**config.mk**
```make
export PLATFORM = sky130hd
export DESIGN_NAME = arfs_steer_table
export DESIGN_NICKNAME = d
export VERILOG_FILES = /design/src/rtl/arfs_pkg.sv /design/src/rtl/arfs_cam.sv /design/src/rtl/arfs_steer_table.sv
export SDC_FILE = /design/constraint.sdc
export NUM_CORES = 2
export LEC_CHECK = 0
export CAP_MARGIN = 20
export CORE_AREA = 3 3 479 481
export DETAILED_ROUTE_END_ITERATION = 12
export DIE_AREA = 0 0 482 484
export GPL_ROUTABILITY_DRIVEN = 1
export HOLD_SLACK_MARGIN = 0.03
export SYNTH_ARGS = -nofsm -noshare
export SYNTH_HDL_FRONTEND = slang
export SYNTH_SLANG_ARGS = --single-unit
export TNS_END_PERCENT = 50
```
**constraint.sdc**
```tcl
create_clock -name clk -period 3 [get_ports clk]
set_input_delay 0.75 -clock clk [delete_from_list [all_inputs] [get_ports clk]]
set_output_delay 0.75 -clock clk [all_outputs]
set_load 0.05 [all_outputs]
```
**src/rtl/arfs_pkg.sv**
```systemverilog
// Shared types for the flow-steering table: command/response encodings and the CAM entry layout.
// Entry fields are sized to the widest supported key/qid; instances zero-extend narrower values.
package arfs_pkg;

  localparam int MAX_KEY_W = 32;
  localparam int MAX_QID_W = 16;

  typedef enum logic [1:0] {
    OP_INSERT = 2'b00,
    OP_UPDATE = 2'b01,
    OP_DELETE = 2'b10,
    OP_FLUSH  = 2'b11
  } cmd_op_e;

  typedef enum logic [1:0] {
    ST_OK       = 2'b00,
    ST_DUP      = 2'b01,
    ST_NOTFOUND = 2'b10,
    ST_FULL     = 2'b11
  } rsp_status_e;

  typedef struct packed {
    logic                 valid;
    logic [MAX_KEY_W-1:0] key;
    logic [MAX_QID_W-1:0] qid;
  } entry_t;

endpackage

```
**src/rtl/arfs_cam.sv**
```systemverilog
// Flow table storage with two parallel match ports (packet lookup, command search),
// a lowest-index free-slot encoder and single-entry write/clear plus flush-all.
module arfs_cam #(
  parameter int KEY_W   = 12,
  parameter int QID_W   = 11,
  parameter int ENTRIES = 16,
  localparam int IDX_W  = $clog2(ENTRIES)
) (
  input  logic             clk,
  input  logic             aresetn,
  input  logic [KEY_W-1:0] lk_key,
  output logic             lk_hit,
  output logic [QID_W-1:0] lk_qid,
  input  logic [KEY_W-1:0] cm_key,
  output logic             cm_hit,
  output logic [IDX_W-1:0] cm_hit_idx,
  output logic             free,
  output logic [IDX_W-1:0] free_idx,
  input  logic             wr_en,
  input  logic             clr_en,
  input  logic             flush,
  input  logic [IDX_W-1:0] wr_idx,
  input  logic [KEY_W-1:0] wr_key,
  input  logic [QID_W-1:0] wr_qid
);
  import arfs_pkg::*;

  entry_t ent [ENTRIES];

  always_ff @(posedge clk or negedge aresetn) begin
    if (!aresetn) begin
      for (int i = 0; i < ENTRIES; i++) ent[i] <= '0;
    end else begin
      for (int i = 0; i < ENTRIES; i++) begin
        if (flush) begin
          ent[i].valid <= 1'b0;
        end else if (wr_en && wr_idx == IDX_W'(i)) begin
          ent[i].valid <= 1'b1;
          ent[i].key   <= MAX_KEY_W'(wr_key);
          ent[i].qid   <= MAX_QID_W'(wr_qid);
        end else if (clr_en && wr_idx == IDX_W'(i)) begin
          ent[i].valid <= 1'b0;
        end
      end
    end
  end

  // Descending scan so the lowest matching / lowest free index wins.
  always_comb begin
    lk_hit     = 1'b0;
    lk_qid     = '0;
    cm_hit     = 1'b0;
    cm_hit_idx = '0;
    free       = 1'b0;
    free_idx   = '0;
    for (int i = ENTRIES - 1; i >= 0; i--) begin
      if (ent[i].valid && ent[i].key == MAX_KEY_W'(lk_key)) begin
        lk_hit = 1'b1;
        lk_qid = ent[i].qid[QID_W-1:0];
      end
      if (ent[i].valid && ent[i].key == MAX_KEY_W'(cm_key)) begin
        cm_hit     = 1'b1;
        cm_hit_idx = IDX_W'(i);
      end
      if (!ent[i].valid) begin
        free     = 1'b1;
        free_idx = IDX_W'(i);
      end
    end
  end

endmodule

```
**src/rtl/arfs_steer_table.sv**
```systemverilog
// Receive-flow steering stage: tags every beat with the qid looked up from the first beat's key.
// Optional hit/miss statistics are enabled with ARFS_STEER_STATS_EN.
module arfs_steer_table #(
  parameter int DATA_W      = 512,
  parameter int KEY_W       = 12,
  parameter int KEY_LSB     = 112,
  parameter int QID_W       = 11,
  parameter int ENTRIES     = 16,
  parameter int DEFAULT_QID = 0
) (
  input  logic                clk,
  input  logic                aresetn,
  input  logic                s_axis_tvalid,
  output logic                s_axis_tready,
  input  logic [DATA_W-1:0]   s_axis_tdata,
  input  logic [DATA_W/8-1:0] s_axis_tkeep,
  input  logic                s_axis_tlast,
  input  logic [15:0]         s_axis_tuser_size,
  output logic                m_axis_tvalid,
  input  logic                m_axis_tready,
  output logic [DATA_W-1:0]   m_axis_tdata,
  output logic [DATA_W/8-1:0] m_axis_tkeep,
  output logic                m_axis_tlast,
  output logic [15:0]         m_axis_tuser_size,
  output logic [QID_W-1:0]    m_axis_tuser_qid,
  input  logic                cmd_valid,
  output logic                cmd_ready,
  input  logic [1:0]          cmd_op,
  input  logic [KEY_W-1:0]    cmd_key,
  input  logic [QID_W-1:0]    cmd_qid,
  output logic                rsp_valid,
  output logic [1:0]          rsp_status
`ifdef ARFS_STEER_STATS_EN
  ,
  input  logic                stat_clr,
  output logic [31:0]         stat_hit_cnt,
  output logic [31:0]         stat_miss_cnt
`endif
);
  import arfs_pkg::*;

  localparam int IDX_W = $clog2(ENTRIES);

  typedef enum logic [1:0] {S_IDLE, S_SEARCH, S_WRITE, S_RESP} state_e;

  logic             sop;
  logic             s_fire;
  logic             lk_hit;
  logic [QID_W-1:0] lk_qid;
  logic             cm_hit, free;
  logic [IDX_W-1:0] cm_hit_idx, free_idx;
  logic             wr_en, clr_en, flush;
  logic [IDX_W-1:0] wr_idx;

  state_e           state_q, state_d;
  cmd_op_e          op_q;
  logic [KEY_W-1:0] key_q;
  logic [QID_W-1:0] qid_q;
  logic             srch_hit_q, srch_free_q;
  logic [IDX_W-1:0] srch_hit_idx_q, srch_free_idx_q;
  rsp_status_e      status_d;

  arfs_cam #(.KEY_W(KEY_W), .QID_W(QID_W), .ENTRIES(ENTRIES)) u_cam (
    .clk        (clk),
    .aresetn    (aresetn),
    .lk_key     (s_axis_tdata[KEY_LSB +: KEY_W]),
    .lk_hit     (lk_hit),
    .lk_qid     (lk_qid),
    .cm_key     (key_q),
    .cm_hit     (cm_hit),
    .cm_hit_idx (cm_hit_idx),
    .free       (free),
    .free_idx   (free_idx),
    .wr_en      (wr_en),
    .clr_en     (clr_en),
    .flush      (flush),
    .wr_idx     (wr_idx),
    .wr_key     (key_q),
    .wr_qid     (qid_q)
  );

  assign s_axis_tready = !m_axis_tvalid || m_axis_tready;
  assign s_fire        = s_axis_tvalid && s_axis_tready;

  // Non-first beats leave m_axis_tuser_qid untouched, so it carries the packet's latched qid.
  always_ff @(posedge clk or negedge aresetn) begin
    if (!aresetn) begin
      m_axis_tvalid     <= 1'b0;
      m_axis_tdata      <= '0;
      m_axis_tkeep      <= '0;
      m_axis_tlast      <= 1'b0;
      m_axis_tuser_size <= '0;
      m_axis_tuser_qid  <= QID_W'(DEFAULT_QID);
      sop               <= 1'b1;
    end else if (s_fire) begin
      m_axis_tvalid     <= 1'b1;
      m_axis_tdata      <= s_axis_tdata;
      m_axis_tkeep      <= s_axis_tkeep;
      m_axis_tlast      <= s_axis_tlast;
      m_axis_tuser_size <= s_axis_tuser_size;
      if (sop) m_axis_tuser_qid <= lk_hit ? lk_qid : QID_W'(DEFAULT_QID);
      sop               <= s_axis_tlast;
    end else if (m_axis_tready) begin
      m_axis_tvalid     <= 1'b0;
    end
  end

  always_ff @(posedge clk or negedge aresetn) begin
    if (!aresetn) state_q <= S_IDLE;
    else          state_q <= state_d;
  end

  always_comb begin
    state_d  = state_q;
    wr_en    = 1'b0;
    clr_en   = 1'b0;
    flush    = 1'b0;
    wr_idx   = srch_hit_idx_q;
    status_d = ST_OK;
    case (state_q)
      S_IDLE:   if (cmd_valid) state_d = S_SEARCH;
      S_SEARCH: state_d = S_WRITE;
      S_WRITE: begin
        state_d = S_RESP;
        case (op_q)
          OP_INSERT: begin
            if (srch_hit_q)       status_d = ST_DUP;
            else if (!srch_free_q) status_d = ST_FULL;
            else begin
              wr_en  = 1'b1;
              wr_idx = srch_free_idx_q;
            end
          end
          OP_UPDATE: if (srch_hit_q) wr_en  = 1'b1; else status_d = ST_NOTFOUND;
          OP_DELETE: if (srch_hit_q) clr_en = 1'b1; else status_d = ST_NOTFOUND;
          OP_FLUSH:  flush = 1'b1;
        endcase
      end
      S_RESP:   state_d = S_IDLE;
    endcase
  end

  always_ff @(posedge clk or negedge aresetn) begin
    if (!aresetn) begin
      op_q            <= OP_INSERT;
      key_q           <= '0;
      qid_q           <= '0;
      srch_hit_q      <= 1'b0;
      srch_free_q     <= 1'b0;
      srch_hit_idx_q  <= '0;
      srch_free_idx_q <= '0;
      rsp_status      <= 2'b00;
    end else begin
      if (state_q == S_IDLE && cmd_valid) begin
        op_q  <= cmd_op_e'(cmd_op);
        key_q <= cmd_key;
        qid_q <= cmd_qid;
      end
      if (state_q == S_SEARCH) begin
        srch_hit_q      <= cm_hit;
        srch_hit_idx_q  <= cm_hit_idx;
        srch_free_q     <= free;
        srch_free_idx_q <= free_idx;
      end
      if (state_q == S_WRITE) rsp_status <= status_d;
    end
  end

  assign cmd_ready = (state_q == S_IDLE);
  assign rsp_valid = (state_q == S_RESP);

`ifdef ARFS_STEER_STATS_EN
  always_ff @(posedge clk or negedge aresetn) begin
    if (!aresetn) begin
      stat_hit_cnt  <= '0;
      stat_miss_cnt <= '0;
    end else if (stat_clr) begin
      stat_hit_cnt  <= '0;
      stat_miss_cnt <= '0;
    end else if (s_fire && sop) begin
      if (lk_hit && stat_hit_cnt != 32'hFFFF_FFFF)   stat_hit_cnt  <= stat_hit_cnt + 32'd1;
      if (!lk_hit && stat_miss_cnt != 32'hFFFF_FFFF) stat_miss_cnt <= stat_miss_cnt + 32'd1;
    end
  end
`endif

endmodule

```
---- Yosys cells after proc, flatten, opt, wreduce, memory -nomap -nowiden ----
Index checks and enable logic that the tools add are counted.
word-level totals
  bits of input ports ..................... 623
  bits in registers ....................... 1029
  logic and storage cells ................. 391
cells by class
  reduce and logical (&&, ||, !) cells .... 106
  bitwise logic cells ..................... 1
  muxes and demuxes ....................... 166
  eq/ne operators ......................... 54
operators by type and width
  cell                                                             count
  12-bit == test                                                   32
  11-bit two-way mux                                               17
  4-bit two-way mux                                                36
  1-bit two-way mux                                                106
  1-bit logical AND                                                66
  3-bit nonzero test                                               16
  2-bit AND reduction                                              17
  4-bit == test, second input constant                             8
  4-bit by 3-bit == test with 1-bit output, second input constant  4
  2-bit == test, second input constant                             4
  4-bit by 2-bit == test with 1-bit output, second input constant  2
  2-bit two-way mux                                                4
  2-bit case mux with 4 select lines                               1
  2-bit by 1-bit == test with 1-bit output, second input constant  2
  4-bit by 1-bit == test with 1-bit output, second input constant  1
  2-bit logical NOT                                                2
  4-bit logical NOT                                                1
  2-bit case mux with 2 select lines                               1
  2-bit inequality test, second input constant                     1
  1-bit case mux with 2 select lines                               1
  2-bit nonzero test                                               1
  2-bit OR reduction                                               1
  1-bit logical NOT                                                1
  1-bit logical OR                                                 1
  1-bit NOT                                                        1

---- Logic depth before layout (Yosys ltp) ----
  word-level depth ........................ 19
  mapped depth ............................ 13
  gate-level depth less buffers ........... 8

---- By module ----
From an unflattened synthesis, not the netlist that was laid out.
second synthesis, totals
  cells, all modules ...................... 3270
  area total of the unflattened synthesis .. 48474.0 um2
modules (own cells, without submodules)
  module            instances  sequential area each (um2)  cells an instance  area each (um2)
  arfs_steer_table  1          16141.7                     1425               27133.5
  arfs_cam          1          9609.2                      1845               21340.5

---- Worst setup path before layout ----
OpenSTA, ideal clock, no wires.
  path type ............................... input -> register
  start point ............................. input port s_axis_tdata[116]
  end point ............................... register m_axis_tuser_qid[7]
  cell stages on the path ................. 10
  setup time .............................. 0.120 ns
  slack ................................... -0.014 ns
  arrival time ............................ 2.894 ns
  path through ............................ buf_2 > buf_2 > xnor2_1 > nand4_1 > nor4_1 > clkbuf_1 > o21ai_0 > a311oi_1 > o31ai_1 > a31o_2
between the ends
  word-level cells in the longest chain between the ends .. 19
  elaborated cells on any way between the ends .. 65
  classes of those cells .................. 16 x eq/ne; 33 x mux; 16 x reduce/logical
RTL lines
  what                                                                          line                     text
  start: declaration                                                            arfs_steer_table.sv:15   input logic [DATA_W-1:0] s_axis_tdata,
  12-bit == test                                                                arfs_cam.sv:57           if (ent[i].valid && ent[i].key == MAX_KEY_W'(lk_key)) begin
  1-bit logical AND                                                             arfs_cam.sv:57
  11-bit two-way mux / 1-bit two-way mux (equally long branches) (16 in a row)  arfs_cam.sv:57
  11-bit two-way mux *                                                          arfs_steer_table.sv:101  if (sop) m_axis_tuser_qid <= lk_hit ? lk_qid : QID_W'(DEFAULT_QID);
  end signal: assignment                                                        arfs_steer_table.sv:93   m_axis_tuser_qid <= QID_W'(DEFAULT_QID);
  end signal: assignment                                                        arfs_steer_table.sv:101
  end: declaration                                                              arfs_steer_table.sv:25   output logic [QID_W-1:0] m_axis_tuser_qid,
Mark *: on every way between the ends. The rest lies on a longest branch, timed or not.
A chain may end at the register's enable or synchronous reset.

---- Worst setup path in the final report ----
  start point ............................. register m_axis_tdata[374]
  end point ............................... output port m_axis_tdata[374]
RTL lines
  what                      line                    text
  start: declaration        arfs_steer_table.sv:21  output logic [DATA_W-1:0] m_axis_tdata,
  start signal: assignment  arfs_steer_table.sv:97  m_axis_tdata <= s_axis_tdata;
No word-level cell between the ends.

==> out/results.ini <==
[status]
status=completed

[drt]
antenna_violating_nets_post_route=0
drcViolationCount=0
drt_pass1_iterations=7
drt_iter0_drc=3114
vias=40110
detail_route.wirelength_mm=305.5
routed_via_density=4.353
wire_per_inst_microns=33.15

[place]
post-place-ws_ns=-1.630
dp_hpwl_mm=251.7
placed_cells=8916
io_buffer_count=1232
place_area_sq_mm=0.06403
gp_congestion=1.085

[critical_path]
crit_required_ns=2.25
cp_data_arrival_time_ns=2.23
worst_path_max_delay_cell=sky130_fd_sc_hd__clkdlybuf4s50_1
critical_path.cell_chain=clkdlybuf4s50_1
start_kind=flip-flop
critPathMaxStageDelay_ns=1.05
timing.critical_path.fanout_max=2
criticalPathCategory=flip-flop to output port
critPathBufInv=1
critPathCaptureType=output port
critical_path.top_delay_family=buffers and inverters

[yosys]
netlist_area_sq_mm=0.04541
synth_area_leaders=sky130_fd_sc_hd__dfrtp_1 (57%), sky130_fd_sc_hd__nand2_1 (16%), sky130_fd_sc_hd__mux2_2 (9.8%)
ys_seq_area_share_pct=56.71
synth_seq_cells=1029
yosys.area.top_type_share_pct=56.65
dominantRegCellSynth=sky130_fd_sc_hd__dfrtp_1
synth-edff-count=0
syn_avg_cell_area_sq_um=9.918
synthMostInstantiatedCell=sky130_fd_sc_hd__nand2_1
postSynthCellCount=4578
synth.cells.most_frequent=sky130_fd_sc_hd__nand2_1 (1,937), sky130_fd_sc_hd__dfrtp_1 (1,028), sky130_fd_sc_hd__mux2_2 (395), sky130_fd_sc_hd__xnor2_1 (361), sky130_fd_sc_hd__clkbuf_1 (238)
ys_types=61
synth-warning-count=0
netlist.top_cell.by_area=sky130_fd_sc_hd__dfrtp_1
syn_nets=5209
async_flop_share_pct=100.0

[clocking]
cts_max_level=4
clock_insertion_delay_at_the_later_pin_of_the_skew_report_ns=0.79
clockRootBuffer=sky130_fd_sc_hd__clkbuf_16
cts_max_path_buffers=3
tritoncts=yes
clock_sinks=1029
cts_inserted_buffers=140
path_clk_slew_ns=0.06

[pwr]
p_leak_nw=32.69
design_power_total_mw=50.43
max-vdd-ir-drop_mv=0.5336
pwr_density_cell_mw_per_mm2=723.7

[final_layout]
area_growth_syn_to_layout_pct=53.46
multi_input_comb_area_sq_mm=0.01886
layout.cell_area.non_filler_sq_mm=0.06968
post_route_cells_drive_above_1_share_pct=20.14
final_util_pct=30.95
num-fill-cells=23300
fin_nets=6722
layout.area.seq_sq_mm=0.02576
final_cell_count_no_fill=9214

[die]
design.core.area_sq_mm=0.2251
starting_density_of_the_core_pct=20.17
count_of_standard_cell_rows=174
die_w_microns=482
io-pin-count=1233
die_area_sq_mm=0.2333
fp.dieH_microns=484

[sta]
slew_violations=0
f_max_ghz=0.3357
fin_crit_sh_pct=99.29
layout_min_cycle_time_ns=2.979
final-setup-viol-count=0
worst_slew_margin_relative_to_its_limit_pct=39.98
worst_slew_pin_slew_ns=0.9003
timing.clock.skew_ns=0.02872
final_hold_viol_count=0
layout_setup_ws_ns=0.02138

[global_route]
globalRoute.totalOverflow=0
via_count_of_the_first_global_routing_pass=41150
maximum_number_of_pins_on_one_net_before_global_route_repair=102
grt_antenna_before_repair=113
grt_first_pass_wirelength_mm=398.7
gr-usage-all-layers_pct=25.60

[flow_run]
max_cap_viol_count=0

[hold_path]
hold_path.class=primary input to flip-flop

logic make-up (layout without fill, tap and decap cells):
| group | after synthesis | in the layout | synth area share (%) |
|---|---|---|---|
| other cells | 0 | 24 | 0 |
| simple gates | 2250 | 2251 | 19.97 |
| buf+inv | 323 | 1942 | 2.880 |
| flops | 1029 | 1029 | 56.71 |
| xor+xnor | 384 | 384 | 7.407 |
| mux | 397 | 397 | 9.840 |
| compound gates | 187 | 187 | 2.973 |
| fa+ha+maj | 8 | 8 | 0.2205 |
worst paths after layout:
check | startpoint | to | slack [ns] | cells after the start
setup reg to reg | u_cam.ent[368] | m_axis_tuser_qid[9] | 0.10 | 9
setup / recovery | m_axis_tdata[374] | m_axis_tdata[374] | 0.02 | 1
hold reg to reg | m_axis_tdata[479] | m_axis_tdata[479] | 0.47 | 2
min in group asynchronous | aresetn | u_cam.ent[222] | 0.53 | 2
max in group asynchronous | aresetn | m_axis_tkeep[6] | 1.38 | 4
hold / removal | s_axis_tdata[459] | m_axis_tdata[459] | 0.47 | 3
through the flow:
step | hold slack (ns) | setup TNS, ns
floorplan | 0.4441 | 0
global placement | 0.4580 | -16.18
detailed placement | 0.4608 | -15.86
CTS | 0.3856 | -0.06661
global route | 0.4257 | -0.01356
finish | 0.4683 | 0
routing by layer:
layer	track usage, %	up-vias	wire, microns
met3	8.122	437	24130
li1	-	17870	-
met4	9.350	66	12890
met1	29.22	20200	115600
met2	44.49	1544	152400
met5	0	-	423
flip-flops by register name, indices dropped and copies added, names as in the netlist, 4 cells and up:
signal / cells
m_axis_tdata: 512
u_cam.ent: 384
m_axis_tkeep: 64
m_axis_tuser_size: 16
key_q: 12
m_axis_tuser_qid: 11
qid_q: 11
srch_free_idx_q: 4
srch_hit_idx_q: 4
report_power, final:
group,switching (mW),internal [mW],total [mW],leakage [nW]
Clock,7.11,10.7,17.9,2.36
Sequential,1.89,15.4,17.3,13.2
Combinational,10.1,5.24,15.3,17.1
cells in the final DEF (no fill, tap or decap), types with 10 or more instances in the layout:
cell and instances:
sky130_fd_sc_hd__nor3_1 17, sky130_fd_sc_hd__xnor2_1 353, sky130_fd_sc_hd__nand2_1 1935, sky130_fd_sc_hd__a21boi_0 10
sky130_fd_sc_hd__clkdlybuf4s50_1 1059, sky130_fd_sc_hd__a21oi_1 21, sky130_fd_sc_hd__nand2b_1 18, sky130_fd_sc_hd__mux2_2 395
sky130_fd_sc_hd__xor2_1 22, sky130_fd_sc_hd__dlygate4sd2_1 61, sky130_fd_sc_hd__dfrtp_1 1021, sky130_fd_sc_hd__nor3b_1 11
sky130_fd_sc_hd__nor4_1 21, sky130_fd_sc_hd__nand4_1 67, sky130_fd_sc_hd__a221o_1 10, sky130_fd_sc_hd__clkbuf_8 22
sky130_fd_sc_hd__bufinv_16 15, sky130_fd_sc_hd__clkinv_2 17, sky130_fd_sc_hd__buf_12 75, sky130_fd_sc_hd__a31o_2 10
sky130_fd_sc_hd__clkbuf_16 145, sky130_fd_sc_hd__nor2_1 44, sky130_fd_sc_hd__o21ai_0 31, sky130_fd_sc_hd__inv_1 31
sky130_fd_sc_hd__a22oi_1 11, sky130_fd_sc_hd__diode_2 24, sky130_fd_sc_hd__buf_4 434, sky130_fd_sc_hd__nor2b_1 11
sky130_fd_sc_hd__a211o_1 11, sky130_fd_sc_hd__buf_6 20, sky130_fd_sc_hd__nand3_1 69, sky130_fd_sc_hd__clkbuf_1 25
area by class of cell:
class                      instances  share of cell area (%)
clock buffer                     192                   5.777
antenna                           24                 0.08619
inverter                          31                  0.1670
clock inverter                    57                   1.174
sequential                      1029                   36.97
tap                             2992                   5.372
timing repair buffer            1662                   23.38
multi-input combinational       3227                   27.07
timing repair:
| action | CTS | global route |
|---|---|---|
| cloned | 0 | 1 |
| buffers inserted | 13 | 13 |
| setup endpoints to repair | 64 | 109 |
| hold buffers | 1 | 0 |
| pin swaps | 20 | 31 |
| gates resized for setup | 124 | 58 |
| endpoints found under the hold margin | 28 | 0 |
No activity file was read; power rests on OpenSTA's default activity.
